==> config.mk <==
export PLATFORM = sky130hd
export DESIGN_NAME = msx_audio_mixer
export DESIGN_NICKNAME = d
export VERILOG_FILES = /design/src/rtl/msx_audio_mixer.sv
export SDC_FILE = /design/constraint.sdc
export NUM_CORES = 1
export LEC_CHECK = 0
export BUFFER_PORTS_ARGS = -buffer_cell sky130_fd_sc_hd__buf_2
export CORE_MARGIN = 1
export CORE_UTILIZATION = 45
export CTS_BUF_LIST = sky130_fd_sc_hd__clkbuf_2 sky130_fd_sc_hd__clkbuf_4 sky130_fd_sc_hd__clkbuf_8
export DETAILED_ROUTE_END_ITERATION = 8
export PLACE_DENSITY_LB_ADDON = 0.1
export SLEW_MARGIN = 10
export SYNTH_ARGS = -nofsm -noshare
export SYNTH_HDL_FRONTEND = slang
export SYNTH_SLANG_ARGS = --single-unit
==> constraint.sdc <==
create_clock -name clk21m -period 10.9 [get_ports clk21m]
set_input_delay 2.18 -clock clk21m [delete_from_list [all_inputs] [get_ports clk21m]]
set_output_delay 2.18 -clock clk21m [all_outputs]
set_load 0.05 [all_outputs]
==> src/rtl/msx_audio_mixer.sv <==
// N-channel signed audio mixer: snapshot on sample_ce, sequential per-channel volume/mute
// accumulation, then saturation to OUT_W with sticky clip/overrun flags.
module msx_audio_mixer #(
   parameter int CHANNELS = 4,
   parameter int IN_W     = 16,
   parameter int VOL_W    = 4,
   parameter int OUT_W    = 16
) (
   input  logic                      clk21m,
   input  logic                      reset,
   input  logic                      sample_ce,
   input  logic [CHANNELS*IN_W-1:0]  ch_in,
   input  logic [CHANNELS*VOL_W-1:0] ch_vol,
   input  logic [CHANNELS-1:0]       ch_mute,
   input  logic                      clip_clr,
   output logic [OUT_W-1:0]          audio_out,
   output logic                      audio_valid,
   output logic                      busy,
   output logic                      clip,
   output logic                      overrun
);

   localparam int ACC_W = IN_W + VOL_W + $clog2(CHANNELS) + 1;
   localparam int IDX_W = (CHANNELS > 1) ? $clog2(CHANNELS) : 1;
   localparam logic [IDX_W-1:0] IDX_LAST = IDX_W'(CHANNELS - 1);
   localparam logic signed [ACC_W-1:0] ACC_MAX = {{(ACC_W-OUT_W+1){1'b0}}, {(OUT_W-1){1'b1}}};
   localparam logic signed [ACC_W-1:0] ACC_MIN = {{(ACC_W-OUT_W+1){1'b1}}, {(OUT_W-1){1'b0}}};

   typedef enum logic [1:0] {
      S_IDLE = 2'd0,
      S_ACC  = 2'd1,
      S_SAT  = 2'd2
   } state_t;

   state_t                    state_q, state_d;
   logic [IDX_W-1:0]          idx_q, idx_d;
   logic signed [ACC_W-1:0]   acc_q, acc_d;
   logic [CHANNELS*IN_W-1:0]  snap_in_q, snap_in_d;
   logic [CHANNELS*VOL_W-1:0] snap_vol_q, snap_vol_d;
   logic [CHANNELS-1:0]       snap_mute_q, snap_mute_d;
   logic [OUT_W-1:0]          out_q, out_d;
   logic                      valid_q, valid_d;
   logic                      busy_q, busy_d;
   logic                      clip_q, clip_d;
   logic                      overrun_q, overrun_d;

   logic [IN_W-1:0]           cur_in_s;
   logic [VOL_W-1:0]          cur_vol_s;
   logic                      cur_mute_s;
   logic signed [ACC_W-1:0]   prod_s;
   logic signed [ACC_W-1:0]   term_s;
   logic                      sat_hi_s;
   logic                      sat_lo_s;
   logic [OUT_W-1:0]          sat_s;

   // Weighted term of the current channel and saturation of the running sum.
   always_comb begin
      cur_in_s   = snap_in_q[idx_q*IN_W +: IN_W];
      cur_vol_s  = snap_vol_q[idx_q*VOL_W +: VOL_W];
      cur_mute_s = snap_mute_q[idx_q];
      prod_s     = $signed({{(ACC_W-IN_W){cur_in_s[IN_W-1]}}, cur_in_s})
                 * $signed({{(ACC_W-VOL_W){1'b0}}, cur_vol_s});
      if (cur_mute_s) begin
         term_s = {ACC_W{1'b0}};
      end else begin
         term_s = prod_s >>> (VOL_W - 1);
      end
      sat_hi_s = (acc_q > ACC_MAX);
      sat_lo_s = (acc_q < ACC_MIN);
      if (sat_hi_s) begin
         sat_s = {1'b0, {(OUT_W-1){1'b1}}};
      end else if (sat_lo_s) begin
         sat_s = {1'b1, {(OUT_W-1){1'b0}}};
      end else begin
         sat_s = acc_q[OUT_W-1:0];
      end
   end

   // Sequencer next-state logic; flag sets override a same-cycle clear.
   always_comb begin
      state_d     = state_q;
      idx_d       = idx_q;
      acc_d       = acc_q;
      snap_in_d   = snap_in_q;
      snap_vol_d  = snap_vol_q;
      snap_mute_d = snap_mute_q;
      out_d       = out_q;
      valid_d     = 1'b0;
      busy_d      = busy_q;
      if (clip_clr) begin
         clip_d    = 1'b0;
         overrun_d = 1'b0;
      end else begin
         clip_d    = clip_q;
         overrun_d = overrun_q;
      end
      if (sample_ce && (state_q != S_IDLE)) begin
         overrun_d = 1'b1;
      end else begin
         overrun_d = overrun_d;
      end
      case (state_q)
         S_IDLE: begin
            busy_d = 1'b0;
            if (sample_ce) begin
               snap_in_d   = ch_in;
               snap_vol_d  = ch_vol;
               snap_mute_d = ch_mute;
               acc_d       = {ACC_W{1'b0}};
               idx_d       = {IDX_W{1'b0}};
               busy_d      = 1'b1;
               state_d     = S_ACC;
            end else begin
               state_d = S_IDLE;
            end
         end
         S_ACC: begin
            acc_d = acc_q + term_s;
            if (idx_q == IDX_LAST) begin
               idx_d   = {IDX_W{1'b0}};
               state_d = S_SAT;
            end else begin
               idx_d   = idx_q + 1'b1;
               state_d = S_ACC;
            end
         end
         S_SAT: begin
            out_d   = sat_s;
            valid_d = 1'b1;
            state_d = S_IDLE;
            if (sat_hi_s || sat_lo_s) begin
               clip_d = 1'b1;
            end else begin
               clip_d = clip_d;
            end
         end
         default: begin
            busy_d  = 1'b0;
            state_d = S_IDLE;
         end
      endcase
   end

   // State and output registers.
   always_ff @(posedge clk21m or posedge reset) begin
      if (reset) begin
         state_q     <= S_IDLE;
         idx_q       <= {IDX_W{1'b0}};
         acc_q       <= {ACC_W{1'b0}};
         snap_in_q   <= {(CHANNELS*IN_W){1'b0}};
         snap_vol_q  <= {(CHANNELS*VOL_W){1'b0}};
         snap_mute_q <= {CHANNELS{1'b0}};
         out_q       <= {OUT_W{1'b0}};
         valid_q     <= 1'b0;
         busy_q      <= 1'b0;
         clip_q      <= 1'b0;
         overrun_q   <= 1'b0;
      end else begin
         state_q     <= state_d;
         idx_q       <= idx_d;
         acc_q       <= acc_d;
         snap_in_q   <= snap_in_d;
         snap_vol_q  <= snap_vol_d;
         snap_mute_q <= snap_mute_d;
         out_q       <= out_d;
         valid_q     <= valid_d;
         busy_q      <= busy_d;
         clip_q      <= clip_d;
         overrun_q   <= overrun_d;
      end
   end

   assign audio_out   = out_q;
   assign audio_valid = valid_q;
   assign busy        = busy_q;
   assign clip        = clip_q;
   assign overrun     = overrun_q;

endmodule
==> results of run 1 <==
[synth_stat cells, types with 7 or more instances]
cell | n | area [µm²]
a211oi_1 | 7 | 52.6
a21o_1 | 12 | 90.1
a21oi_1 | 24 | 120
and2_1 | 47 | 294
buf_1 | 8 | 30.0
clkbuf_1 | 22 | 82.6
dfrtp_1 | 131 | 3280
fa_1 | 34 | 681
ha_1 | 61 | 763
inv_1 | 99 | 372
mux2_2 | 85 | 957
mux4_2 | 21 | 473
nand2_1 | 60 | 225
nand2b_1 | 7 | 43.8
nor2_1 | 32 | 120
nor3_1 | 10 | 50.1
o211ai_1 | 15 | 113
o21ai_0 | 53 | 265
o31ai_1 | 8 | 60.1
xnor2_1 | 14 | 123
xor2_1 | 19 | 166
[critical path, delay by kind of cell (launching register included)]
family / cells / cell delay [ps]
xor gates and xnor gates: 1 / 170
adders and majority gates: 5 / 2090
buffers and inverters: 3 / 500
DFF: 1 / 460
and+or+nand+nor: 7 / 1080
muxes: 1 / 700
AOI/OAI and AO/OA: 11 / 2240
[kinds of logic after synthesis]
group | count (synthesis)
AND/OR/NAND/NOR | 180
AO/OA/AOI/OAI | 153
buffers and inverters | 134
flip-flops | 131
multiplexers | 108
adder cells (fa/ha/maj) | 95
XOR/XNOR | 33
[cells in the final DEF, fill, tap and decap left out, types with 4 or more instances in the layout]
| master | Yosys | final |
|---|---|---|
| mux2_2 | 85 | 85 |
| clkbuf_8 | 0 | 17 |
| nor2b_1 | 4 | 4 |
| buf_4 | 1 | 6 |
| xor2_1 | 19 | 19 |
| inv_1 | 99 | 98 |
| buf_2 | 2 | 107 |
| mux4_2 | 21 | 21 |
| a21oi_1 | 24 | 24 |
| o31ai_1 | 8 | 8 |
| inv_6 | 0 | 4 |
| ha_1 | 61 | 61 |
| dfrtp_1 | 131 | 131 |
| fa_1 | 34 | 34 |
| a31oi_1 | 6 | 6 |
| nand2b_1 | 7 | 7 |
| xnor2_1 | 14 | 14 |
| clkinv_4 | 0 | 4 |
| a211oi_1 | 7 | 7 |
| o211ai_1 | 15 | 15 |
| and2_1 | 47 | 47 |
| nand2_1 | 60 | 59 |
| and3_1 | 4 | 4 |
| a21o_1 | 12 | 12 |
| o21bai_1 | 4 | 4 |
| o21ai_0 | 53 | 53 |
| nor3_1 | 10 | 10 |
| o21a_1 | 6 | 6 |
| nor2_1 | 32 | 32 |
[area by class of cell]
type                    instances  area (µm²)
clock buffers                  17         234
clock inverters                15         150
fillers                      1786        9020
inverters                      99         374
multi-input cells             569        5060
flip-flops and latches        131        3280
well taps                     260         325
repair buffers                113         581
[worst min-delay path by stage]
stage / from / to
after global placement: busy / busy
after floorplan: acc_q[4] / acc_q[4]
final: busy / busy
after global routing: snap_in_q[44] / snap_in_q[44]
after CTS: busy / busy
after detailed placement: busy / busy
[sequential cells by signal, indices dropped and copies added (netlist names)]
| register | flops |
|---|---|
| snap_in_q | 64 |
| acc_q | 23 |
| audio_out | 16 |
| snap_vol_q | 16 |
| snap_mute_q | 4 |
| idx_q | 2 |
| state_q | 2 |
| audio_valid | 1 |
| busy | 1 |
| clip | 1 |
| overrun | 1 |
[per-layer routing]
layer	routed length, µm	up-vias	track usage	part of all wire
met5	0	-	0	0
met4	199	0	0.0566	0.012
met3	590	13	0.0353	0.035
met2	7650	119	0.294	0.46
met1	8370	2822	0.241	0.50
li1	-	3060	-	-
[through the flow]
step           area [µm²]  setup slack [ps]   util  hold WS, ps  std cells
2_1_floorplan        8850              3820      -          472        834
3_3_place_gp         9620              3650  0.506          468       1172
3_5_place_dp         9620              3520  0.506          479       1172
4_1_cts             10000              3480  0.526          498       1204
5_1_grt             10000              2910  0.526          519       1204
6_report            10000              3540  0.526          487       1204
==> summary.md, run 1 <==
| Metric | Value |
|---|---|
| CTS Buffer Depth | `2` |
| Outcome | `completed` |
| Syn nets | `1017` |
| DR iter-0 viols | `between 150 and 200` |
| Synth async-reset ratio | `1.00` |
| Slew HR | `0.274` |
| Seq/Total Area, Yosys | `0.370` |
| Routed vias | `roughly 6000` |
| Area of the core | `around 19000 µm²` |
| Post-Synth Adder-Cell Area | `0.163` |
| Critical Path Start | `idx_q[0]` |
| Die height | `~140 µm` |
| Terminus of the critical flop-to-flop path | `acc_q[22]` |
| Vias in the first global route | `approximately 6100` |
| Final count of pins violating max slew | `0` |
| Worst-Margin Slew | `approximately 1100 ps` |
| DIE AREA | `20200 µm²` |
| DRC errors left | `0` |
| All-Layer GR Usage | `0.180` |
| FF+latch count, synth | `131` |
| Simple-Gate Fraction of Synth Area | `0.101` |
| Clk sinks | `131` |
| Layout cell share with drive strength beyond 1 | `0.278` |
| Detailed-router iteration count before antenna repair | `4` |
| Most common flop cell mapped by yosys | `dfrtp_1` |
| Worst-path fanout max | `20` |
| Total Wirelength | `~17000 µm` |
| Synth Cell Area | `8850 µm²` |
| Hold Vio Cnt, Final | `0` |
| Area Overhead vs Synth | `13.0%` |
| Tmin final | `approximately 7400 ps` |
| Initial Util | `0.466` |
| Drt wl/cell | `roughly 14 µm` |
| Syn Area/Cell | `about 11 µm²` |
| Yosys warnings | `0` |
| Vias per inst | `roughly 5` |
| Clk pin slew, worst setup/hold paths | `approximately 80 ps` |
| Min-Delay Path Depth | `2` |
| Row count | `50` |
| Critical path endpoint category | `flop` |
| N_diodes | `0` |
| Unrepaired setup endpoints after global routing | `false` |
| First-pass GRT wire length | `roughly 29000 µm` |
| Reg2reg start | `idx_q[0]` |
| Final number of setup-violating endpoints | `0` |
| Clk_lat worst skew | `450 ps` |
| Compound-Gate Fraction of Synth Area | `0.109` |
| Critical path arrival | `7680 ps` |
| Total grt overflow | `0` |
| Resized Gates After CTS | `0` |
| Setup bufs post-CTS | `0` |
| Setup Crit Path Kind | `flop to flop` |
| R2r worst-path depth | `28` |
| Final clock skew | `about 17 ps` |
| CTS tree | `done` |
| Post-synth EDFFs | `0` |
| Post-route ant nets | `0` |
| Max Clk Rate | `between 0.1 and 0.15 GHz` |
| Setup crit start kind | `flop` |
| Largest net degree at the start of global routing | `roughly 80` |
| DIE WIDTH | `between 100 and 150 µm` |
| CTS buffer count | `17` |
| H-tree Lvls | `4` |
| Hpwl dp | `between 10000 and 15000 µm` |
| Initial antenna violation count | `0` |
| Final-stage net count | `roughly 1100` |
| Reg2Reg Setup Slack | `3540 ps` |
| Distinct cell type count after synthesis | `56` |
| Mux share of post-synthesis cell area | `0.164` |
| XOR/XNOR Fraction of Synth Area | `0.0326` |
| I/O Buffers | `107` |
| Final Cycle Share | `0.675` |
| Crit path largest cell delay | `700 ps` |
| Root Buffer | `clkbuf_8` |
| Top Ports | `between 100 and 150` |
| Syn Inst Count | `~830` |
| GPL Wtd Cong | `0.811` |
| Largest family of logic cells by synthesized area | `multiplexers` |
| CTS Hold Buffers Added | `0` |
| CP max stage cell | `mux4_2` |
| Worst Path Required | `approximately 11000 ps` |
| Max_cap viols | `0` |
| Setup TNS | `0 ps` |
| HP Class | `flop to flop` |
| Worst Setup EP | `acc_q[22]` |
Power of run 1 is not shown: default switching activity piles up to over one toggle a cycle in this logic, so the estimate is an artifact.
==> run 2: changes to the inputs <==
==> constraint.sdc (replaced) <==
create_clock -name clk21m -period 6.7 [get_ports clk21m]
set_input_delay 1.34 -clock clk21m [delete_from_list [all_inputs] [get_ports clk21m]]
set_output_delay 1.34 -clock clk21m [all_outputs]
set_load 0.05 [all_outputs]
==> summary.md, run 2 (synthesis gave the netlist of run 1 again) <==
| Metric | Value |
|---|---|
| All-Layer GR Usage | `0.202 (+0.0220)` |
| Reg2Reg Setup Slack | `170 ps (-3370 ps)` |
| Post-route ant nets | `0 (unchanged)` |
| Total Wirelength | `19300 µm (+15%)` |
| Crit path largest cell delay | `570 ps (-130 ps)` |
| Max reg flops | `64 (unchanged)` |
| Commonest non-fill, non-tap cells in the layout | `130 x dfrtp_1, 107 x buf_2, 94 x inv_1` |
| Area of the core | `19000 µm² (unchanged)` |
| Vias per inst | `5.04 (+0.88%)` |
| Initial antenna violation count | `0 (unchanged)` |
| Outcome | `completed` |
| DR iter-0 viols | `193 (+16%)` |
| CP max stage cell | `mux4_2` |
| Max Clk Rate | `0.153 GHz (+13%)` |
| DIE AREA | `20200 µm² (unchanged)` |
| Final number of setup-violating endpoints | `0 (unchanged)` |
| Hold wc startpoint | `audio_out[15]` |
| Post-DP Area | `9880 µm² (+2.8%)` |
| First-pass GRT wire length | `31900 µm (+10%)` |
| Total grt overflow | `0 (unchanged)` |
| CTS tree | `done` |
| R2r worst-path depth | `28 (unchanged)` |
| Worst Path Required | `7040 ps (-4180 ps)` |
| Slew HR | `0.343 (+0.0691)` |
| DRC errors left | `0 (unchanged)` |
| Vias in the first global route | `6393 (+4.7%)` |
| Final clock skew | `20.1 ps (+2.87 ps)` |
| Clk_lat worst skew | `460 ps (about the same)` |
| Critical path arrival | `6870 ps (-810 ps)` |
| Routed vias | `6354 (+5.7%)` |
| Final Cell Area | `10800 µm² (+8.2%)` |
| Die height | `142 µm (unchanged)` |
| Layout cell share with drive strength beyond 1 | `0.368 (+0.0901)` |
| Clk sinks | `131 (unchanged)` |
| Reg2reg start | `idx_q[0]` |
| H-tree Lvls | `4 (unchanged)` |
| Top Ports | `108 (unchanged)` |
| Terminus of the critical flop-to-flop path | `acc_q[22]` |
| Most common cell after layout, fill and taps aside | `dfrtp_1` |
| Area Overhead vs Synth | `22.2%` |
| CTS Buffer Depth | `2 (unchanged)` |
| Hold EP | `audio_out[15]` |
| Critical path buffer and inverter count | `3 (unchanged)` |
| Clk pin slew, worst setup/hold paths | `90 ps (about the same)` |
| Hpwl dp | `14400 µm (+12%)` |
| Largest regs | `snap_in_q: 64 flops, acc_q: 23 flops` |
| GPL Wtd Cong | `0.852 (+5.1%)` |
| Root Buffer | `clkbuf_8` |
| CTS buffer count | `17 (unchanged)` |
| N_diodes | `0 (unchanged)` |
| CP delay by family, top | `adder cells` |
| Drt wl/cell | `15.3 µm (+9.8%)` |
| Worst-path fanout max | `6 (-70%)` |
| Largest net degree at the start of global routing | `77 (-1.3%)` |
| Critical path endpoint category | `flop` |
| HP Class | `flop to flop` |
| Initial Util | `0.466 (unchanged)` |
| Final Cycle Share | `0.975 (+0.300)` |
| Hold Vio Cnt, Final | `0 (unchanged)` |
| Setup Crit Path Kind | `flop to flop` |
| Final count of pins violating max slew | `0 (unchanged)` |
| DIE WIDTH | `142 µm (unchanged)` |
| Detailed-router iteration count before antenna repair | `4 (unchanged)` |
| Setup crit start kind | `flop` |
| Tmin final | `6530 ps (-827 ps)` |
| Final-stage net count | `1171 (+5.1%)` |
| Max_cap viols | `0 (unchanged)` |
| I/O Buffers | `107 (unchanged)` |
| Worst-Margin Slew | `986 ps (-104 ps)` |
| Min-Delay Path Depth | `1 (-1)` |
| Reg with most FFs | `snap_in_q` |
| Row count | `50 (unchanged)` |
==> run 2: cell count changes in the layout (fill, tap and decap cells not counted), moves of 3 or more <==
cell	change
buf_4	+50
inv_1	-4
a21oi_1	-9
inv_2	+4
and2_1	-5
ha_4	+9
buf_6	+3
ha_1	-9
a21oi_2	+8
buf_12	+3
and2_4	+5
o21ai_1	+3
o21ai_0	-5
==> run 2: what timing repair did <==
item | 4_1_cts | 5_1_grt
pin swaps | 3 | 43
setup endpoints to repair | 2 | 8
hold buffers | 0 | 0
setup buffers | 2 | 22
resized for setup | 7 | 57
cloned | 0 | 1
==> run 2: stage by stage <==
stage	hold WS, ps	setup WS (ps)	std cells	util	setup TNS, ps
2_1_floorplan	472	12.5	834	-	0
3_3_place_gp	480	10.9	1204	0.520	0
3_5_place_dp	489	-72.8	1204	0.520	-72.8
4_1_cts	508	8.43	1238	0.544	0
5_1_grt	515	-131	1261	0.569	-239
6_report	504	166	1261	0.569	0
==> run 2: worst max-delay path by stage <==
stage | from | endpoint | cells past startpoint
detailed placement | idx_q[0] | acc_q[22] | 29
global placement | idx_q[0] | acc_q[22] | 28
global route | idx_q[0] | acc_q[22] | 30
floorplan | idx_q[0] | acc_q[22] | 31
finish | idx_q[0] | acc_q[22] | 28
CTS | idx_q[0] | acc_q[22] | 30
==> run 2: layout make-up <==
| type | instances | area [µm²] |
|---|---|---|
| clock inverter | 15 | 190 |
| multi-input combinational | 569 | 5350 |
| sequential | 131 | 3280 |
| tap | 260 | 325 |
| fill | 1678 | 8190 |
| timing repair buffer | 170 | 1070 |
| inverter | 99 | 374 |
| clock buffer | 17 | 234 |
==> run 2: layer usage <==
| metal | vias to the layer above | GRT usage | wire length (µm) |
|---|---|---|---|
| met5 | - | 0 | 0 |
| met4 | 0 | 0.0713 | 232 |
| met3 | 15 | 0.0363 | 737 |
| met2 | 106 | 0.328 | 9370 |
| met1 | 3071 | 0.270 | 8980 |
| li1 | 3162 | - | - |
Power of run 2 is left out for the same reason.
